### src/rtl/dfi_maint_sched_if.sv
// dfi_maint_sched_if: scheduler handshake, DFI command mux and DFI update signals of the maintenance block
interface dfi_maint_sched_if;
  logic maint_req;
  logic maint_urgent;
  logic maint_gnt;
  logic cmd_valid;
  logic cmd_cs_n;
  logic cmd_ras_n;
  logic cmd_cas_n;
  logic cmd_we_n;
  logic dfi_ctrlupd_req;
  logic dfi_ctrlupd_ack;
  logic dfi_phyupd_req;
  logic dfi_phyupd_ack;
  modport master (
    output maint_req, maint_urgent, cmd_valid, cmd_cs_n, cmd_ras_n, cmd_cas_n, cmd_we_n,
    output dfi_ctrlupd_req, dfi_phyupd_ack,
    input  maint_gnt, dfi_ctrlupd_ack, dfi_phyupd_req
  );
  modport slave (
    input  maint_req, maint_urgent, cmd_valid, cmd_cs_n, cmd_ras_n, cmd_cas_n, cmd_we_n,
    input  dfi_ctrlupd_req, dfi_phyupd_ack,
    output maint_gnt, dfi_ctrlupd_ack, dfi_phyupd_req
  );
endinterface

### src/rtl/dfi_maint_sched.sv
// dfi_maint_sched: refresh/ctrlupd/phyupd scheduler (aclk, aresetn, init_done, bus, ref_pending, ref_overflow)
module dfi_maint_sched #(
  parameter int T_REFI        = 3120,
  parameter int T_RFC         = 88,
  parameter int MAX_POSTPONE  = 8,
  parameter int T_CTRLUPD_INT = 32768,
  parameter int T_CTRLUPD_MIN = 4,
  parameter int T_CTRLUPD_MAX = 16
) (
  input  logic                aclk,
  input  logic                aresetn,
  input  logic                init_done,
  dfi_maint_sched_if.master   bus,
  output logic [3:0]          ref_pending,
  output logic                ref_overflow
);
  typedef enum logic [2:0] {IDLE, REF_ISSUE, REF_WAIT, CTRLUPD, PHYUPD, DONE} state_t;
  localparam int CLIM = (T_RFC - 1 > T_CTRLUPD_MAX) ? T_RFC - 1 : T_CTRLUPD_MAX;
  localparam int CW = $clog2(CLIM + 1);
  localparam int RW = $clog2(T_REFI);
  localparam int UW = $clog2(T_CTRLUPD_INT);
  localparam logic [RW-1:0] R_TOP = RW'(T_REFI - 1);
  localparam logic [UW-1:0] U_TOP = UW'(T_CTRLUPD_INT - 1);
  localparam logic [CW-1:0] C_RFC = CW'(T_RFC - 1);
  localparam logic [CW-1:0] C_MIN = CW'(T_CTRLUPD_MIN - 1);
  localparam logic [CW-1:0] C_MAX = CW'(T_CTRLUPD_MAX);
  localparam logic [CW-1:0] C_LIM = CW'(CLIM);
  localparam logic [3:0]    P_MAX = 4'(MAX_POSTPONE);
  state_t state, nxt;
  logic [RW-1:0] ref_cnt;
  logic [UW-1:0] cu_cnt;
  logic [CW-1:0] cnt;
  logic acked, phy_pend, phy_ack;
  logic tick, issue, due, pend_nz, req_idle, cu_exit;
  assign tick     = ref_cnt == '0;
  assign issue    = state == REF_ISSUE;
  assign due      = cu_cnt == '0;
  assign pend_nz  = ref_pending != 4'd0;
  assign req_idle = pend_nz | due | phy_pend;
  assign cu_exit  = (state == CTRLUPD) && (nxt != CTRLUPD);
  always_ff @(posedge aclk or negedge aresetn)
    if (!aresetn) state <= IDLE;
    else state <= init_done ? nxt : IDLE;
  always_comb begin
    nxt = state;
    case (state)
      IDLE:      nxt = !(req_idle && bus.maint_gnt) ? IDLE : phy_pend ? PHYUPD : pend_nz ? REF_ISSUE : CTRLUPD;
      REF_ISSUE: nxt = REF_WAIT;
      REF_WAIT:  nxt = (cnt != C_RFC) ? REF_WAIT : pend_nz ? REF_ISSUE : due ? CTRLUPD : DONE;
      // without any ack the request is abandoned after the minimum high time;
      // once acked it runs to the maximum and then waits for the ack to clear
      CTRLUPD:   nxt = ((!(acked || bus.dfi_ctrlupd_ack) && cnt == C_MIN) ||
                        (cnt >= C_MAX && !bus.dfi_ctrlupd_ack)) ? DONE : CTRLUPD;
      PHYUPD:    nxt = bus.dfi_phyupd_req ? PHYUPD : pend_nz ? REF_ISSUE : DONE;
      default:   nxt = IDLE;
    endcase
  end
  always_ff @(posedge aclk or negedge aresetn)
    if (!aresetn) begin
      ref_cnt     <= R_TOP;
      cu_cnt      <= U_TOP;
      cnt         <= '0;
      acked       <= 1'b0;
      phy_pend    <= 1'b0;
      phy_ack     <= 1'b0;
      ref_pending <= 4'd0;
    end else if (!init_done) begin
      ref_cnt     <= R_TOP;
      cu_cnt      <= U_TOP;
      cnt         <= '0;
      acked       <= 1'b0;
      phy_pend    <= 1'b0;
      phy_ack     <= 1'b0;
      ref_pending <= 4'd0;
    end else begin
      ref_cnt     <= tick ? R_TOP : ref_cnt - 1'b1;
      cu_cnt      <= cu_exit ? U_TOP : due ? cu_cnt : cu_cnt - 1'b1;
      cnt         <= (nxt != state) ? '0 : (cnt == C_LIM) ? cnt : cnt + 1'b1;
      acked       <= (state == CTRLUPD) && (nxt == CTRLUPD) && (acked || bus.dfi_ctrlupd_ack);
      phy_pend    <= bus.dfi_phyupd_req;
      phy_ack     <= (state == PHYUPD) && bus.dfi_phyupd_req;
      // a tick and an issue in the same cycle cancel out
      ref_pending <= (tick && !issue && ref_pending != P_MAX) ? ref_pending + 4'd1 :
                     (issue && !tick) ? ref_pending - 4'd1 : ref_pending;
    end
  always_ff @(posedge aclk or negedge aresetn)
    if (!aresetn) ref_overflow <= 1'b0;
    else ref_overflow <= ref_overflow | (init_done && tick && ref_pending == P_MAX);
  always_comb begin
    bus.maint_req       = (state == IDLE) ? req_idle : (state != DONE);
    bus.maint_urgent    = ref_pending == P_MAX;
    bus.cmd_valid       = issue || (state == REF_WAIT);
    bus.cmd_cs_n        = !issue;
    bus.cmd_ras_n       = !issue;
    bus.cmd_cas_n       = !issue;
    bus.cmd_we_n        = 1'b1;
    bus.dfi_ctrlupd_req = (state == CTRLUPD) && (cnt < C_MAX);
    bus.dfi_phyupd_ack  = phy_ack;
  end
endmodule

### src/flat_wrapper.sv
// flat-port wrapper written by rule: the top's interface ports become plain ports
module dfi_maint_sched_flat 
#(
  parameter int T_REFI        = 3120,
  parameter int T_RFC         = 88,
  parameter int MAX_POSTPONE  = 8,
  parameter int T_CTRLUPD_INT = 32768,
  parameter int T_CTRLUPD_MIN = 4,
  parameter int T_CTRLUPD_MAX = 16
)
  (aclk, aresetn, init_done, ref_pending, ref_overflow, bus_maint_req, bus_maint_urgent, bus_cmd_valid, bus_cmd_cs_n, bus_cmd_ras_n, bus_cmd_cas_n, bus_cmd_we_n, bus_dfi_ctrlupd_req, bus_dfi_phyupd_ack, bus_maint_gnt, bus_dfi_ctrlupd_ack, bus_dfi_phyupd_req);
  dfi_maint_sched_if bus_i ();
  input  logic aclk;
  input  logic aresetn;
  input  logic init_done;
  output logic [3:0] ref_pending;
  output logic ref_overflow;
  output wire logic [$bits(bus_i.maint_req)-1:0] bus_maint_req;
  output wire logic [$bits(bus_i.maint_urgent)-1:0] bus_maint_urgent;
  output wire logic [$bits(bus_i.cmd_valid)-1:0] bus_cmd_valid;
  output wire logic [$bits(bus_i.cmd_cs_n)-1:0] bus_cmd_cs_n;
  output wire logic [$bits(bus_i.cmd_ras_n)-1:0] bus_cmd_ras_n;
  output wire logic [$bits(bus_i.cmd_cas_n)-1:0] bus_cmd_cas_n;
  output wire logic [$bits(bus_i.cmd_we_n)-1:0] bus_cmd_we_n;
  output wire logic [$bits(bus_i.dfi_ctrlupd_req)-1:0] bus_dfi_ctrlupd_req;
  output wire logic [$bits(bus_i.dfi_phyupd_ack)-1:0] bus_dfi_phyupd_ack;
  input wire logic [$bits(bus_i.maint_gnt)-1:0] bus_maint_gnt;
  input wire logic [$bits(bus_i.dfi_ctrlupd_ack)-1:0] bus_dfi_ctrlupd_ack;
  input wire logic [$bits(bus_i.dfi_phyupd_req)-1:0] bus_dfi_phyupd_req;
  assign bus_maint_req = bus_i.maint_req;
  assign bus_maint_urgent = bus_i.maint_urgent;
  assign bus_cmd_valid = bus_i.cmd_valid;
  assign bus_cmd_cs_n = bus_i.cmd_cs_n;
  assign bus_cmd_ras_n = bus_i.cmd_ras_n;
  assign bus_cmd_cas_n = bus_i.cmd_cas_n;
  assign bus_cmd_we_n = bus_i.cmd_we_n;
  assign bus_dfi_ctrlupd_req = bus_i.dfi_ctrlupd_req;
  assign bus_dfi_phyupd_ack = bus_i.dfi_phyupd_ack;
  assign bus_i.maint_gnt = bus_maint_gnt;
  assign bus_i.dfi_ctrlupd_ack = bus_dfi_ctrlupd_ack;
  assign bus_i.dfi_phyupd_req = bus_dfi_phyupd_req;
  dfi_maint_sched #(.T_REFI(T_REFI), .T_RFC(T_RFC), .MAX_POSTPONE(MAX_POSTPONE), .T_CTRLUPD_INT(T_CTRLUPD_INT), .T_CTRLUPD_MIN(T_CTRLUPD_MIN), .T_CTRLUPD_MAX(T_CTRLUPD_MAX)) u_core (.aclk(aclk), .aresetn(aresetn), .init_done(init_done), .bus(bus_i), .ref_pending(ref_pending), .ref_overflow(ref_overflow));
endmodule
### config.mk
export PLATFORM = sky130hd
export DESIGN_NAME = dfi_maint_sched_flat
export DESIGN_NICKNAME = d
export VERILOG_FILES = /design/src/rtl/dfi_maint_sched_if.sv /design/src/rtl/dfi_maint_sched.sv /design/src/flat_wrapper.sv
export SDC_FILE = /design/constraint.sdc
export NUM_CORES = 1
export LEC_CHECK = 0
export CAP_MARGIN = 10
export CORE_MARGIN = 3
export CORE_UTILIZATION = 30
export CTS_CLUSTER_SIZE = 24
export DETAILED_ROUTE_END_ITERATION = 8
export DONT_BUFFER_PORTS = 1
export PLACE_DENSITY_LB_ADDON = 0.12
export RECOVER_POWER = 25
export SYNTH_ARGS = -nofsm -noshare
export SYNTH_HDL_FRONTEND = slang
export SYNTH_SLANG_ARGS = --single-unit
### constraint.sdc
create_clock -name aclk -period 7.7 [get_ports aclk]
set_input_delay 1.925 -clock aclk [delete_from_list [all_inputs] [get_ports aclk]]
set_output_delay 1.925 -clock aclk [all_outputs]
set_load 0.02 [all_outputs]
==> out/metrics.cfg, run 1 <==
[grt]
antenna_found_initial = 0
track_usage = 0.1175
grt_pass1_vias = 1834
use_met3 = 0.02988
grt_max_degree = 46
grt.met2_usage = 0.1789
grt_first_pass_wirelength_um = 9425
met1_usage = 0.1630
grt.overflow.total = 0
grt-busiest-layer = met2

[sta]
fin_setup_tns_ns = 0
clock_skew_ns = 0.009934
setup_violations = 0
period_needed_ns = 3.974
relSlewSlack = 0.3872
fmax_mhz = 251.6
grt_setup_unrepaired = false
tightest_slew_ns = 0.9108
period_share = 0.5161
hold_viol_final = 0
slew_violations = 0

[pwr]
leakagePower_nw = 1.080
peakVddDrop_mv = 0.06546
p_per_area_nw_per_um2 = 176.9

[worst_setup_path]
critPathLaunchType = flip-flop
required_ns = 5.78
end_kind = output pin
critPathMaxFanout = 5
critPathArrivalTime_ns = 2.05
crit_type = flip-flop to output pin

[clock_tree]
root_buffer = clkbuf_8
postCtsSetupBuffers = 0
cts.sinks = 45
clk_pin_slew_worst_paths_ns = 0.09
clock_path_buffers = 2
cts_hold_buf = 0
numCtsBuffers = 5
cts_max_level = 2
clk_latency_ns = 0.30
cts_resized = 0
cts_tree = done

[routing]
first_iter_violations = 64
routed_wl_um = 5499
wire_per_inst_um = 14.70
viasPerCell = 5.091
vias = 1904
dr.pass1.iters = 4
antenna_left = 0
drc = 0

[place]
hpwl_um = 3880
gp_congestion = 0.7175
postPlaceCellArea_um2 = 2736
portBuffers = 0

[cells_and_area]
area_growth_pct = 7.106
final_area_um2 = 2848
antenna_cells = 0
most-common-layout-cells = nand2_1, dfrtp_1, dfstp_2, nor2_1, nor3_1
mostFrequentLayoutCell = nand2_1
nets = 283
drive_gt1_frac = 0.1784
fillCellCount = 900

[min_path]
hold_class = flip-flop to flip-flop

[synth]
ys.flop_type = dfrtp_1
synth_cell_types = 58
synth-edff-count = 0
synthCells = 270
syn_area_um2 = 2659
synth-async-reset-ratio = 1.000
ys_ff_latch = 45
synth_fp_nets = 285
syn-mean-instance-area_um2 = 9.847
synth_seq_area_share = 0.4339
yosysWarningCount = 0

[floorplanning]
rows = 33
core_area_um2 = 8423
io_pins = 20
die_area_um2 = 10030
die-height_um = 100.1
initial_core_util = 0.3157
die_x_um = 100.1

[outcome]
outcome = completed

[run]
drv_cap = 0

state kept, by name (all words and copies together), names as in the netlist:
name	flops
u_core.cnt	7
u_core.ref_pending	4
u_core.ref_overflow	1
u_core.cu_cnt	15
u_core.ref_cnt	12
u_core.bus.dfi_phyupd_ack	1
u_core.phy_pend	1
u_core.acked	1
u_core.state	3
worst max-delay path, stage by stage, from the launching register on:
cell and delay (ns):
dfstp_2 0.39, or4_4 0.57, nand4b_1 0.32, a32oi_1 0.26
or2_2 0.20
layer usage:
metal,vias to the layer above,wire length (um),share of wire
li1,956,-,-
met1,910,2726,0.50
met2,30,2450,0.45
met3,8,249,0.045
met4,0,73,0.013
met5,-,0,0
final cells by class:
type	count	area (um^2)	share of cell area
sequential	45	1154	0.4051
multi-input combinational	202	1395	0.4899
clock buffer	6	72.57	0.02548
inverter	13	48.80	0.01714
timing repair buffer	1	7.507	0.002636
tap	105	131.4	0.04613
clock inverter	2	38.79	0.01362
path summary, 6_finish.rpt:
check	slack (ns)	end	startpoint	depth (start not counted)
setup reg to reg	4.74	u_core.ref_pending[3]	u_core.ref_cnt[4]	9
hold reg to reg	0.46	u_core.ref_cnt[0]	u_core.ref_cnt[0]	1
setup / recovery	3.73	bus_maint_req	u_core.cu_cnt[11]	4
min in group asynchronous	1.30	u_core.cnt[5]	aresetn	0
hold / removal	0.46	u_core.ref_cnt[0]	u_core.ref_cnt[0]	1
max in group asynchronous	6.21	u_core.cu_cnt[14]	aresetn	0
synth_stat cells (all sizes together), types with 4 or more instances:
cell | instances | area [um^2]
nand2 | 30 | 112.6
dfrtp | 23 | 575.6
dfstp | 22 | 578.1
nor2 | 17 | 63.81
nor3 | 15 | 75.07
xnor2 | 14 | 122.6
inv | 13 | 48.80
nand3 | 12 | 60.06
xor2 | 11 | 96.34
nor4 | 10 | 83.83
ha | 8 | 100.1
and2 | 7 | 45.05
o211ai | 7 | 57.55
a21oi | 6 | 30.03
buf | 6 | 46.29
o21ai | 5 | 25.02
or4 | 5 | 50.05
clkbuf | 4 | 15.01
nand2b | 4 | 25.02
o31ai | 4 | 30.03
where the power goes:
part / internal (mW) / total (mW) / switching (mW) / leakage (nW)
Sequential: 0.247 / 0.261 / 0.0140 / 0.549
Clock: 0.0975 / 0.182 / 0.0840 / 0.0554
Combinational: 0.0251 / 0.0614 / 0.0364 / 0.476
stage by stage:
stage | worst slack [ns] | power, mW | hold WS [ns] | std cells | util
finish | 3.726 | 0.5038 | 0.4610 | 374 | 0.3381
global route | 3.539 | 0.5327 | 0.4759 | 374 | 0.3381
CTS | 3.690 | 0.5136 | 0.4661 | 374 | 0.3381
global placement | 4.056 | 0.3277 | 0.4435 | 366 | 0.3249
floorplan | 4.177 | 0.3169 | 0.4286 | 270 | -
detailed placement | 4.021 | 0.3274 | 0.4428 | 366 | 0.3249
kinds of logic after synthesis:
logic type | share of synthesized area
other | 0.001410
adders and majority gates | 0.04518
and+or+nand+nor | 0.2744
buffers and inverters | 0.04141
AOI/OAI and AO/OA | 0.1129
xor gates and xnor gates | 0.08235
muxes | 0.008470
DFF | 0.4339
(Power assumes the default switching activity.)
==> inputs of run 2 (changes only) <==
- clock period: 7.7 -> 4 ns (I/O delays scaled with it)
==> out/metrics.cfg, run 2 (synthesized netlist as in run 1, its figures left out) <==
[outcome]
outcome = completed

[grt]
track_usage = 0.1174
grt_pass1_vias = 1853
grt.overflow.total = 0
antenna_found_initial = 0
grt_max_degree = 46
grt_first_pass_wirelength_um = 9515

[cells_and_area]
largest_register_ffs = 15
regArea_um2 = 1154
area_growth_pct = 6.400
mostFrequentLayoutCell = nand2_1
nets = 283
most-common-layout-cells = nand2_1, dfrtp_1, dfstp_2, nor2_1, nor3_1
antenna_cells = 0
reg_top3 = u_core.cu_cnt: 15 flops, u_core.ref_cnt: 12 flops, u_core.cnt: 7 flops
drive_gt1_frac = 0.1822
final_core_util = 0.3359
top_register = u_core.cu_cnt
fillCellCount = 891
multi_input_area_um2 = 1395

[pwr]
leakagePower_nw = 1.074
peakVddDrop_mv = 0.1195
p_per_area_nw_per_um2 = 325.9

[worst_setup_path]
crit_type = flip-flop to output pin
ff2ff_path_depth = 9
r2r-end = u_core.ref_pending[3]
crit_chain = or4_4 > nand4b_1 > a32oi_1 > or2_2
required_ns = 3.00
critPathArrivalTime_ns = 2.06
critPathLaunchType = flip-flop
end_kind = output pin
worst_r2r_startpoint = u_core.ref_cnt[4]
slowest_delay_ns = 0.58
critPathMaxFanout = 5
rrSetupSlack_ns = 1.20
critPathSlowestCell = or4_4

[clock_tree]
clk_latency_ns = 0.30
root_buffer = clkbuf_8
cts_max_level = 2
numCtsBuffers = 5
clk_pin_slew_worst_paths_ns = 0.10
postCtsSetupBuffers = 0
cts_resized = 0
cts_tree = done
cts_hold_buf = 0
clock_path_buffers = 2
cts.sinks = 45

[min_path]
hold_class = input port to asynchronous set/reset pin

[routing]
dr.pass1.iters = 4
wire_per_inst_um = 14.54
vias = 1899
drc = 0
wl_met2_um = 2369
viasPerCell = 5.078
routed_wl_um = 5439
wl_met1_um = 2798
top_layer = met4
first_iter_violations = 72
antenna_left = 0
dr_wl_met3_um = 231

[floorplanning]
core_area_um2 = 8423
die-height_um = 100.1
initial_core_util = 0.3157
die_x_um = 100.1
rows = 33
die_area_um2 = 10030
io_pins = 20

[place]
gp_congestion = 0.7559
hpwl_um = 3872
portBuffers = 0

[sta]
hold_viol_final = 0
fmax_mhz = 327.1
grt_setup_unrepaired = false
fin_setup_tns_ns = 0
period_needed_ns = 3.057
tightest_slew_ns = 0.9062
clock_skew_ns = 0.008007
relSlewSlack = 0.3903
period_share = 0.7643
slew_violations = 0
setup_violations = 0

[run]
drv_cap = 0

-- run 2: cell types whose count changed in the layout (fill, tap and decap cells not counted), sizes merged --
cell / delta
inv: +2
bufinv: -1
clkbuf: -1
-- run 2: report_power, final --
group	total, mW	switching [mW]	leakage [nW]	internal [mW]
combinational	0.118	0.0695	0.476	0.0482
clock	0.302	0.175	0.0491	0.127
sequential	0.502	0.0273	0.549	0.475
total	0.922	0.272	1.07	0.650
-- run 2: critical path: cells and delay by family, from the launching register on --
family | cells | cell delay [ns]
simple gates | 3 | 1.09
compound gates | 1 | 0.27
flops | 1 | 0.40
-- run 2: final cells by class --
type / count / share of cell area
Clock inverter: 3 / 0.008403
Timing Repair Buffer: 1 / 0.002654
Tap cell: 105 / 0.04644
Multi-Input combinational cell: 202 / 0.4931
Clock buffer: 5 / 0.02433
Sequential cell: 45 / 0.4078
Inverter: 13 / 0.01725
-- run 2: worst max path at each step --
stage	startpoint	to	slack, ns	cells past startpoint
after floorplan	u_core.ref_pending[1]	u_core.ref_pending[3]	1.10	9
after global placement	u_core.cu_cnt[11]	bus_maint_req	1.28	4
after detailed placement	u_core.ref_cnt[4]	u_core.ref_pending[3]	1.22	9
after CTS	u_core.cu_cnt[11]	bus_maint_req	0.91	4
after global routing	u_core.cu_cnt[4]	bus_maint_req	0.74	4
final	u_core.cu_cnt[11]	bus_maint_req	0.94	4
-- run 2: through the flow --
step	area [um^2]	setup slack, ns	power, mW	std cells	hold WS (ns)
detailed placement	2736	1.219	0.6299	366	0.4414
global placement	2736	1.275	0.6310	366	0.4404
finish	2829	0.9426	0.9221	374	0.3792
global route	2829	0.7437	0.9740	374	0.3504
CTS	2829	0.9137	0.9404	374	0.3624
floorplan	2659	1.097	0.6101	270	0.4286
-- run 2: layer usage --
metal / GRT usage / up-vias
met4: 0.03212 / 0
li1: - / 957
met3: 0.03475 / 2
met2: 0.1743 / 27
met1: 0.1665 / 913
met5: 0 / -
==> inputs of run 3 (changes only) <==
- clock period: 4 -> 3.1 ns (I/O delays scaled with it)
==> out/metrics.cfg, run 3 (synthesized netlist as in run 1, its figures left out) <==
[routing]
viasPerCell = 5.050
wire_per_inst_um = 14.71
dr.pass1.iters = 4
vias = 1919
drc = 0
routed_wl_um = 5591
antenna_left = 0
first_iter_violations = 45

[worst_setup_path]
ff2ff_path_depth = 9
rrSetupSlack_ns = 0.55
crit_type = flip-flop to output pin
critPathArrivalTime_ns = 2.06
critPathMaxFanout = 5
critPathLaunchType = flip-flop
end_kind = output pin
r2r-end = u_core.ref_pending[3]
required_ns = 2.32
worst_r2r_startpoint = u_core.ref_cnt[4]

[grt]
grt.overflow.total = 0
grt_pass1_vias = 1854
track_usage = 0.1165
use_met3 = 0.03405
grt_max_degree = 46
met1_usage = 0.1649
grt.met2_usage = 0.1738
grt_first_pass_wirelength_um = 9411
grt-busiest-layer = met2
antenna_found_initial = 0

[clock_tree]
cts_resized = 0
root_buffer = clkbuf_8
clk_latency_ns = 0.30
cts_hold_buf = 0
cts.sinks = 45
cts_max_level = 2
postCtsSetupBuffers = 0
clk_pin_slew_worst_paths_ns = 0.09
cts_tree = done
numCtsBuffers = 5
clock_path_buffers = 2

[place]
postPlaceCellArea_um2 = 2781
hpwl_um = 3965
place_ws_ns = 0.5502
gp_congestion = 0.7391
portBuffers = 0
placedCellCount = 372

[cells_and_area]
reg_top3 = u_core.cu_cnt: 15 flops, u_core.ref_cnt: 12 flops, u_core.cnt: 7 flops
instances_no_fill = 380
antenna_cells = 0
final_area_um2 = 2910
final_core_util = 0.3455
most-common-layout-cells = nand2_1, dfrtp_1, dfstp_2, nor2_1, nor3_1
nets = 289
largest_register_ffs = 15
area_growth_pct = 9.459
top_register = u_core.cu_cnt
mostFrequentLayoutCell = nand2_1
drive_gt1_frac = 0.2000

[floorplanning]
core_area_um2 = 8423
die_x_um = 100.1
die-height_um = 100.1
rows = 33
die_area_um2 = 10030
io_pins = 20
initial_core_util = 0.3157

[pwr]
p_per_area_nw_per_um2 = 450.0
power_mw = 1.310
peakVddDrop_mv = 0.1989
leakagePower_nw = 1.123

[sta]
fmax_mhz = 352.2
relSlewSlack = 0.6344
slew_violations = 0
setup_violations = 0
hold_viol_final = 0
period_needed_ns = 2.839
grt_setup_unrepaired = false
tightest_slew_ns = 0.5484
clock_skew_ns = 0.008577
whs_ns = 0.1551
fin_setup_tns_ns = 0
period_share = 0.9159
fin_ws_ns = 0.2608

[run]
drv_cap = 0

[outcome]
outcome = completed

[min_path]
hold_class = input port to asynchronous set/reset pin

==> run 3: cell types whose count changed in the layout (fill, tap and decap cells not counted), sizes merged <==
| cell | delta |
|---|---|
| buf | +6 |
| bufinv | +1 |
| clkbuf | +1 |
| inv | -2 |
==> run 3: worst max-delay path, stage by stage (launching register included) <==
cell and delay [ns]:
dfstp_2 0.40, or4_4 0.57, nand4b_1 0.34, a32oi_1 0.25, or2_2 0.20
==> run 3: per-layer routing <==
metal | part of all wire | vias up | wire (um)
li1 | - | 964 | -
met1 | 0.51 | 924 | 2873
met2 | 0.43 | 27 | 2413
met3 | 0.047 | 4 | 262
met4 | 0.0075 | 0 | 42
met5 | 0 | - | 0
==> run 3: where the power goes <==
part | switching (mW) | internal (mW)
combinational | 0.0926 | 0.0643
sequential | 0.0322 | 0.613
clock | 0.219 | 0.288
total | 0.344 | 0.966
==> run 3: final cells by class <==
type                            instances  area (um^2)
Multi-Input combinational cell        202         1395
Timing Repair Buffer                    7        52.55
Sequential cell                        45         1154
Inverter                               13        48.80
Tap cell                              105        131.4
Clock inverter                          2        35.03
Fill cell                             899         5513
Clock buffer                            6        93.84
==> run 3: how the worst max path moves through the flow <==
| stage | from | end | slack, ns |
|---|---|---|---|
| 4_1_cts | u_core.cu_cnt[11] | bus_maint_req | 0.24 |
| 2_1_floorplan | u_core.ref_pending[1] | u_core.ref_pending[3] | 0.20 |
| 3_5_place_dp | u_core.ref_cnt[4] | u_core.ref_pending[3] | 0.55 |
| 5_1_grt | u_core.cu_cnt[0] | bus_maint_req | 0.14 |
| 3_3_place_gp | u_core.ref_cnt[4] | u_core.ref_pending[3] | 0.56 |
| 6_report | u_core.cu_cnt[11] | bus_maint_req | 0.26 |
